--- config.mk ---
export PLATFORM = sky130hd
export DESIGN_NAME = branch_comp
export DESIGN_NICKNAME = d
export VERILOG_FILES = /design/src/rtl/branch_comp.sv
export SDC_FILE = /design/constraint.sdc
export NUM_CORES = 1
export LEC_CHECK = 0
export ABC_AREA = 1
export BUFFER_PORTS_ARGS = -buffer_cell sky130_fd_sc_hd__buf_2
export CAP_MARGIN = 25
export CORE_AREA = 5 5 96 98
export DETAILED_ROUTE_END_ITERATION = 10
export DIE_AREA = 0 0 101 103
export MAX_ROUTING_LAYER = met4
export PLACE_DENSITY = 0.7
export REMOVE_ABC_BUFFERS = 1
export SYNTH_ARGS = -nofsm -noshare
export SYNTH_HDL_FRONTEND = slang
export SYNTH_SLANG_ARGS = --single-unit
--- constraint.sdc ---
create_clock -name clk -period 3.25 [get_ports clk]
set_clock_uncertainty 0.05 [all_clocks]
set_input_delay 0.1625 -clock clk [delete_from_list [all_inputs] [get_ports clk]]
set_output_delay 0.1625 -clock clk [all_outputs]
set_load 0.1 [all_outputs]
--- src/rtl/branch_comp.sv ---
// branch_comp: multi-cycle RISC-V branch comparator, one CHUNK of the operands per cycle, MSB chunk first
module branch_comp #(
   parameter int WIDTH = 32,
   parameter int CHUNK = 8
) (
   input  logic             clk,
   input  logic             rst_n,
   input  logic             in_valid,
   output logic             in_ready,
   input  logic [WIDTH-1:0] src_1,
   input  logic [WIDTH-1:0] src_2,
   input  logic [2:0]       op,
   input  logic             flush,
   output logic             out_valid,
   input  logic             out_ready,
   output logic             taken,
   output logic             equal,
   output logic             less,
   output logic             signed_less,
   output logic             illegal
);
   localparam int NCH = WIDTH / CHUNK;
   localparam int IW = (NCH > 1) ? $clog2(NCH) : 1;
   localparam logic [IW-1:0] TOP = IW'(NCH - 1);

   typedef enum logic [1:0] {IDLE, BUSY, DONE} state_t;

   state_t           state_q, state_d;
   logic [WIDTH-1:0] src1_q, src1_d, src2_q, src2_d;
   logic [2:0]       op_q, op_d;
   logic [IW-1:0]    idx_q, idx_d;
   logic             taken_q, taken_d, equal_q, equal_d, less_q, less_d;
   logic             slt_q, slt_d, ill_q, ill_d;
   logic [CHUNK-1:0] c1, c2;
   logic             ch_eq, ch_lt, ch_slt, ch_tk, decide;

   assign in_ready    = rst_n && (state_q == IDLE) && !flush;
   assign out_valid   = (state_q == DONE);
   assign taken       = taken_q;
   assign equal       = equal_q;
   assign less        = less_q;
   assign signed_less = slt_q;
   assign illegal     = ill_q;

   // next state: accept/latch in IDLE, one chunk compare per BUSY cycle, hold results in DONE
   always_comb begin
      state_d = state_q;
      src1_d  = src1_q;
      src2_d  = src2_q;
      op_d    = op_q;
      idx_d   = idx_q;
      taken_d = taken_q;
      equal_d = equal_q;
      less_d  = less_q;
      slt_d   = slt_q;
      ill_d   = ill_q;
      c1      = src1_q[CHUNK*idx_q +: CHUNK];
      c2      = src2_q[CHUNK*idx_q +: CHUNK];
      ch_eq   = (c1 == c2);
      ch_lt   = (c1 < c2);
      ch_slt  = ((idx_q == TOP) && (src1_q[WIDTH-1] != src2_q[WIDTH-1])) ? src1_q[WIDTH-1] : ch_lt;
      ch_tk   = (op_q[2] ? (op_q[1] ? ch_lt : ch_slt) : ch_eq) ^ op_q[0];
      decide  = !ch_eq || (idx_q == '0);
      if (flush) begin
         state_d = IDLE;
      end else begin
         case (state_q)
            IDLE: if (in_valid && in_ready) begin
               src1_d = src_1;
               src2_d = src_2;
               op_d   = op;
               idx_d  = TOP;
               if (op[2:1] == 2'b01) begin
                  state_d = DONE;
                  taken_d = 1'b0;
                  equal_d = 1'b0;
                  less_d  = 1'b0;
                  slt_d   = 1'b0;
                  ill_d   = 1'b1;
               end else begin
                  state_d = BUSY;
               end
            end
            BUSY: if (decide) begin
               state_d = DONE;
               taken_d = ch_tk;
               equal_d = ch_eq;
               less_d  = ch_lt;
               slt_d   = ch_slt;
               ill_d   = 1'b0;
            end else begin
               idx_d = idx_q - 1'b1;
            end
            DONE: if (out_ready) state_d = IDLE;
            default: state_d = IDLE;
         endcase
      end
   end

   // state, operand and result registers; reset clears everything asynchronously
   always_ff @(posedge clk or negedge rst_n) begin
      if (!rst_n) begin
         state_q <= IDLE;
         src1_q  <= '0;
         src2_q  <= '0;
         op_q    <= '0;
         idx_q   <= '0;
         taken_q <= 1'b0;
         equal_q <= 1'b0;
         less_q  <= 1'b0;
         slt_q   <= 1'b0;
         ill_q   <= 1'b0;
      end else begin
         state_q <= state_d;
         src1_q  <= src1_d;
         src2_q  <= src2_d;
         op_q    <= op_d;
         idx_q   <= idx_d;
         taken_q <= taken_d;
         equal_q <= equal_d;
         less_q  <= less_d;
         slt_q   <= slt_d;
         ill_q   <= ill_d;
      end
   end
endmodule

After elaboration in Yosys (flattened, before gate mapping)
Index checks and enable logic that the tools add are counted.
- bits in registers: 76
- bits of input ports: 72
- output and inout bits: 7
- word-level logic and storage cells: 69
- add/sub/neg operators: 1
- order comparisons: 1
- equal/unequal tests: 13
- shift operators: 2
- mux-type cells: 26
- bitwise logic cells: 2
- reduce and logical (&&, ||, !) cells: 14
- operators with widths (cell ; count):
    indexed part select 32 x 6 -> 8 bit ; 2
    2-to-1 mux 2 bit ; 7
    2-to-1 mux 1 bit ; 12
    case mux 1 bit (2 select lines) ; 5
    equality test 8 bit ; 1
    < comparator 8 bit ; 1
    != test 3 x 2 -> 1 bit, second input constant ; 2
    case mux 2 bit (3 select lines) ; 1
    AND reduction 3 bit ; 2
    AND reduction 5 bit ; 1
    equality test 2 x 1 -> 1 bit, second input constant ; 2
    equality test 2 bit, second input constant ; 2
    logical AND 1 bit ; 4
    logical NOT 2 bit ; 2
    != test 2 x 1 -> 1 bit, second input constant ; 2
    != test 2 bit, second input constant ; 2
    case mux 2 bit (2 select lines) ; 1
    AND reduction 4 bit ; 1
    != test 3 bit, second input constant ; 1
    logical NOT 1 bit ; 2
    nonzero test 2 bit ; 1
    subtractor 2 x 1 -> 2 bit, second input constant ; 1
    logical OR 1 bit ; 1
    != test 1 bit ; 1
    2 further kinds ; 2

Longest topological paths before layout
- depth after elaboration: 8
- mapped depth: 19
- gate-level depth less buffers: 17

Worst setup path after synthesis
OpenSTA, ideal clock, no wires.
- path type: flip-flop to flip-flop
- from: register state_q[0]
- to: register src1_q[0]
- setup time: 125 ps
- arrival: 2613 ps
- required time: 3075 ps
- path slack: 462 ps
- stages on the path, launching flop included: 8
- buffers on the path: 2
- period minus slack after synthesis: 2788 ps
- cell sequence: dfrtp_1 inv_2 nand2_2 nor3b_2 nand2_1 buf_6 buf_6 mux2_4
- word-level cells in the longest chain between the ends: 5
- ends and longest elaborated chain (what ; line ; text):
    start, declared ; 28 ; state_t state_q, state_d;
    start signal, assigned ; 114 ; state_q <= state_d;
    logical NOT 2 bit ; 37 ; assign in_ready = rst_n && (state_q == IDLE) && !flush;
    logical AND 1 bit (2 in a row) ; 37 ;
    named net in_ready ; 9 ; output logic in_ready,
    logical AND 1 bit ; 68 ; IDLE: if (in_valid && in_ready) begin
    AND reduction 3 bit (no source line) ; -- ;
    end signal, assigned ; 115 ; src1_q <= src1_d;
    end, declared ; 29 ; logic [WIDTH-1:0] src1_q, src1_d, src2_q, src2_d;
The timed path passes the listed nets, and every way through them passes these cells.
A chain may end at the register's enable or synchronous reset.

Worst setup path in the final report
- from: register idx_q[0]
- to: register equal_q (netlist: equal)
- word-level cells in the longest chain between the ends: 6
- elaborated cells on any way between the ends: 10
- those cells by class: eq/ne (2); shift (2); mux (2); reduce/logical (4)
- ends and longest elaborated chain (what ; line ; text):
    start, declared ; 31 ; logic [IW-1:0] idx_q, idx_d;
    start signal, assigned ; 118 ; idx_q <= idx_d;
    indexed part select 32 x 6 -> 8 bit (on tied branches) ; 57, 58 ;
    equality test 8 bit ; 59 ; ch_eq = (c1 == c2);
    logical NOT 1 bit ; 63 ; decide = !ch_eq || (idx_q == '0);
    logical OR 1 bit ; 63 ;
    != test 2 bit (no source line) ; -- ;
    AND reduction 5 bit (no source line) ; -- ;
    end signal, assigned ; 120 ; equal_q <= equal_d;
    end, declared ; 32 ; logic taken_q, taken_d, equal_q, equal_d, less_q, less_d;
Parallel ways exist; a longest one is shown, timed or not. The select of a mux whose other input is x is not followed.

==> qor.log <==
INFO  routing        wl=9.01mm
INFO  global_route   grt_pass1_wl=15.1mm
INFO  timing         slew_headroom=0.476
INFO  routing        dr.first_iter.drc_count=155
INFO  yosys          ys_top_cells_by_count=sky130_fd_sc_hd__dfrtp_1 (76), sky130_fd_sc_hd__mux2_4 (59), sky130_fd_sc_hd__nand2_1 (47)
INFO  setup_path     critPathKind=reg -> reg
INFO  final_layout   finalInstanceArea=5110µm²
INFO  yosys          async_flop_share=1.00
INFO  place          dpl.hpwl=6.02mm
INFO  floorplanning  die_x=101µm
INFO  yosys          post-synth-top-count-cell=sky130_fd_sc_hd__dfrtp_1
INFO  routing        detailroute.wirelength.met3=441µm
INFO  cts            number_of_buffers_added_by_the_clock_tree_synthesis_step=9
INFO  yosys          postSynthCellCount=337
INFO  hold_path      min-delay-path-class=in -> reg
INFO  setup_path     critical_path_arrival=2.92ns
INFO  global_route   aggregate_global_routing_overflow=0
INFO  yosys          synth-edff-count=0
INFO  yosys          postSynthAreaPerCell=11.5µm²
INFO  pwr            static-leakage-power=2.63nW
INFO  final_layout   syn_to_final_growth=31.8%
INFO  timing         report.final.setup_viol=0
INFO  setup_path     critPathRequiredTime=3.45ns
INFO  floorplanning  die_outline_area=10400µm²
INFO  routing        viasPerCell=5.09
INFO  routing        route.detailed.drc=0
INFO  timing         final_max_slew_viol_count=0
INFO  cts            cts_root_buf=sky130_fd_sc_hd__clkbuf_8
INFO  final_layout   finish.net_count=551
INFO  place          gp_routability_congestion=0.816
INFO  routing        ant_nets=0
INFO  place          placedInstanceArea=4340µm²
INFO  floorplanning  floorplan.initialDensity=0.463
INFO  cts            h-tree-depth=3
INFO  routing        detail_route.wirelength.met1=4.05mm
INFO  yosys          synthesis.area=3880µm²
INFO  job            max_cap_violations=0
INFO  routing        top_layer_used=met4
INFO  cts            cts.sinks=76
INFO  yosys          yosys-top-cells-area=sky130_fd_sc_hd__dfrtp_1 (49%), sky130_fd_sc_hd__mux2_4 (23%), sky130_fd_sc_hd__nand2_1 (4.6%), sky130_fd_sc_hd__ha_1 (3.2%), sky130_fd_sc_hd__nor2_1 (3.1%)
INFO  cts            clk-insertion-delay-late=0.35ns
INFO  cts            post-cts-setup-buffers=0
INFO  routing        wl_met2=4.32mm
INFO  cts            cts_max_path_buffers=2
INFO  global_route   number_of_global_route_vias_before_repair=3072
INFO  timing         achievable-frequency=368MHz
INFO  pwr            power.ir.vdd_worst=324µV
INFO  setup_path     critical_path.endpoint_type=register
INFO  setup_path     critPathLaunchType=register
INFO  final_layout   final.fill_count=680
INFO  global_route   track_usage=0.192
INFO  timing         final_critical_path_share_of_the_clock_period=0.837
INFO  timing         setup_repair_after_global_routing_missed_its_margin=no
INFO  floorplanning  ioPinCount=79
INFO  yosys          dominantRegCellSynth=sky130_fd_sc_hd__dfrtp_1
INFO  global_route   grt_max_degree=64
INFO  routing        detail_route.wl_per_cell=15.5µm
INFO  floorplanning  chipHeight=103µm
INFO  timing         final.min_clock_period=2.72ns
INFO  routing        via_count=2959
INFO  timing         tightest_slew=0.786ns
INFO  yosys          synth.yosys.warnings=0
INFO  yosys          fraction_of_synthesized_cell_area_taken_by_the_top_area_cell_type=0.491
INFO  cts            tritoncts=done
INFO  routing        detailedRoute.firstPassIterationCount=5
INFO  pwr            power_per_cell_area=731nW/µm²
INFO  hold_path      min_path_cells=2
INFO  final_layout   final_layout_size_suffix_gt1_frac=0.357
INFO  cts            clock_slew_at_reported_path_ffs=0.08ns
INFO  yosys          synth_seq_cells=76
INFO  floorplanning  core_area=8380µm²
INFO  status         run_status=finished, final reports clean
INFO  yosys          post_synthesis_sequential_area_ratio=0.491
INFO  yosys          cell_taking_the_most_area_after_synthesis=sky130_fd_sc_hd__dfrtp_1
INFO  yosys          yosys.cell_types.count=25
INFO  final_layout   num_antenna_cells=0
INFO  place          placement.io_buffers=78
INFO  floorplanning  rows=34
INFO  setup_path     worst_r2r_path_depth=14
INFO  setup_path     critical_path_peak_fanout=18
INFO  timing         tns=0ns
INFO  global_route   grt_antenna_before_repair=0
INFO  timing         timing_hold_violations_final=0
==> critical path, stage by stage, from the launching register on <==
cell                      delay [ns]
sky130_fd_sc_hd__dfrtp_1        0.39
sky130_fd_sc_hd__buf_4          0.19
sky130_fd_sc_hd__inv_1          0.08
sky130_fd_sc_hd__buf_4          0.20
sky130_fd_sc_hd__nand2_1        0.09
sky130_fd_sc_hd__a32o_1         0.23
sky130_fd_sc_hd__ha_1           0.27
sky130_fd_sc_hd__nand2_1        0.06
sky130_fd_sc_hd__nor2_1         0.15
sky130_fd_sc_hd__nand4_1        0.18
sky130_fd_sc_hd__nor2_1         0.19
sky130_fd_sc_hd__nand2_1        0.10
sky130_fd_sc_hd__nand3_1        0.24
sky130_fd_sc_hd__nand2_1        0.11
sky130_fd_sc_hd__o31ai_1        0.09
==> logic make-up (layout without fill, tap and decap cells) <==
kind of cell | after synthesis | count (layout) | synth area share
AOI/OAI and AO/OA | 59 | 59 | 0.0917
adders and majority gates | 10 | 10 | 0.0323
buffers and inverters | 35 | 171 | 0.0475
DFF | 76 | 76 | 0.491
muxes | 62 | 62 | 0.237
and+or+nand+nor | 95 | 95 | 0.101
==> layout by cell type (no fill, tap or decap), types with 11 or more instances in the layout <==
master,count
sky130_fd_sc_hd__a21oi_1,17
sky130_fd_sc_hd__dlygate4sd3_1,54
sky130_fd_sc_hd__buf_2,77
sky130_fd_sc_hd__inv_1,14
sky130_fd_sc_hd__clkbuf_8,11
sky130_fd_sc_hd__mux2_4,59
sky130_fd_sc_hd__nor2_1,32
sky130_fd_sc_hd__nand2_1,46
sky130_fd_sc_hd__o21ai_0,22
sky130_fd_sc_hd__dfrtp_1,76
==> state kept, by name (all words and copies together) (netlist names) <==
| signal | flops |
|---|---|
| src1_q | 32 |
| op_q | 3 |
| idx_q | 2 |
| equal | 1 |
| src2_q | 32 |
| less | 1 |
| signed_less | 1 |
| taken | 1 |
| illegal | 1 |
| state_q | 2 |
==> worst paths after layout <==
path,start,to,slack [ns]
worst max-delay path,idx_q[0],equal,0.53
worst min-delay path,src_1[14],src1_q[14],0.01
worst max register to register,idx_q[0],equal,0.53
worst min register to register,taken,taken,0.45
max in group asynchronous,rst_n,src2_q[16],1.95
min in group asynchronous,rst_n,src2_q[0],0.16
==> stage by stage <==
stage	utilization	hold WS, ns	setup slack, ns	cells	power (mW)
floorplan	-	-0.183	-2.03	319	2.50
global placement	0.518	-0.0189	0.722	512	2.85
detailed placement	0.518	-0.0184	0.571	512	2.89
CTS	0.605	0.000150	0.519	577	3.76
global route	0.610	0.000837	0.0876	581	4.01
finish	0.610	0.0142	0.531	581	3.73
==> final cells by class <==
class                      count  area [µm²]  share of cell area
clock inverter                 4        72.6              0.0142
multi-input combinational    226        1800               0.352
timing repair buffer         139         986               0.193
sequential                    76        1900               0.372
clock buffer                  11         151              0.0296
tap                          108         135              0.0265
inverter                      17        63.8              0.0125
==> metal layers <==
layer / GRT usage / up-vias
met5: - / -
met3: 0.0413 / 17
met1: 0.243 / 1434
met4: 0.0685 / 0
met2: 0.307 / 83
li1: - / 1425
==> power by group <==
group	internal [mW]	total, mW	switching [mW]
clock	0.469	0.807	0.338
sequential	1.22	1.40	0.178
combinational	0.733	1.53	0.794
total	2.42	3.73	1.31
==> repair_timing <==
| action | in CTS | in global routing |
|---|---|---|
| hold buffers | 50 | 4 |
| hold endpoints to repair | 62 | 4 |
| gates resized for setup | 0 | 0 |
(Power assumes the default switching activity.)
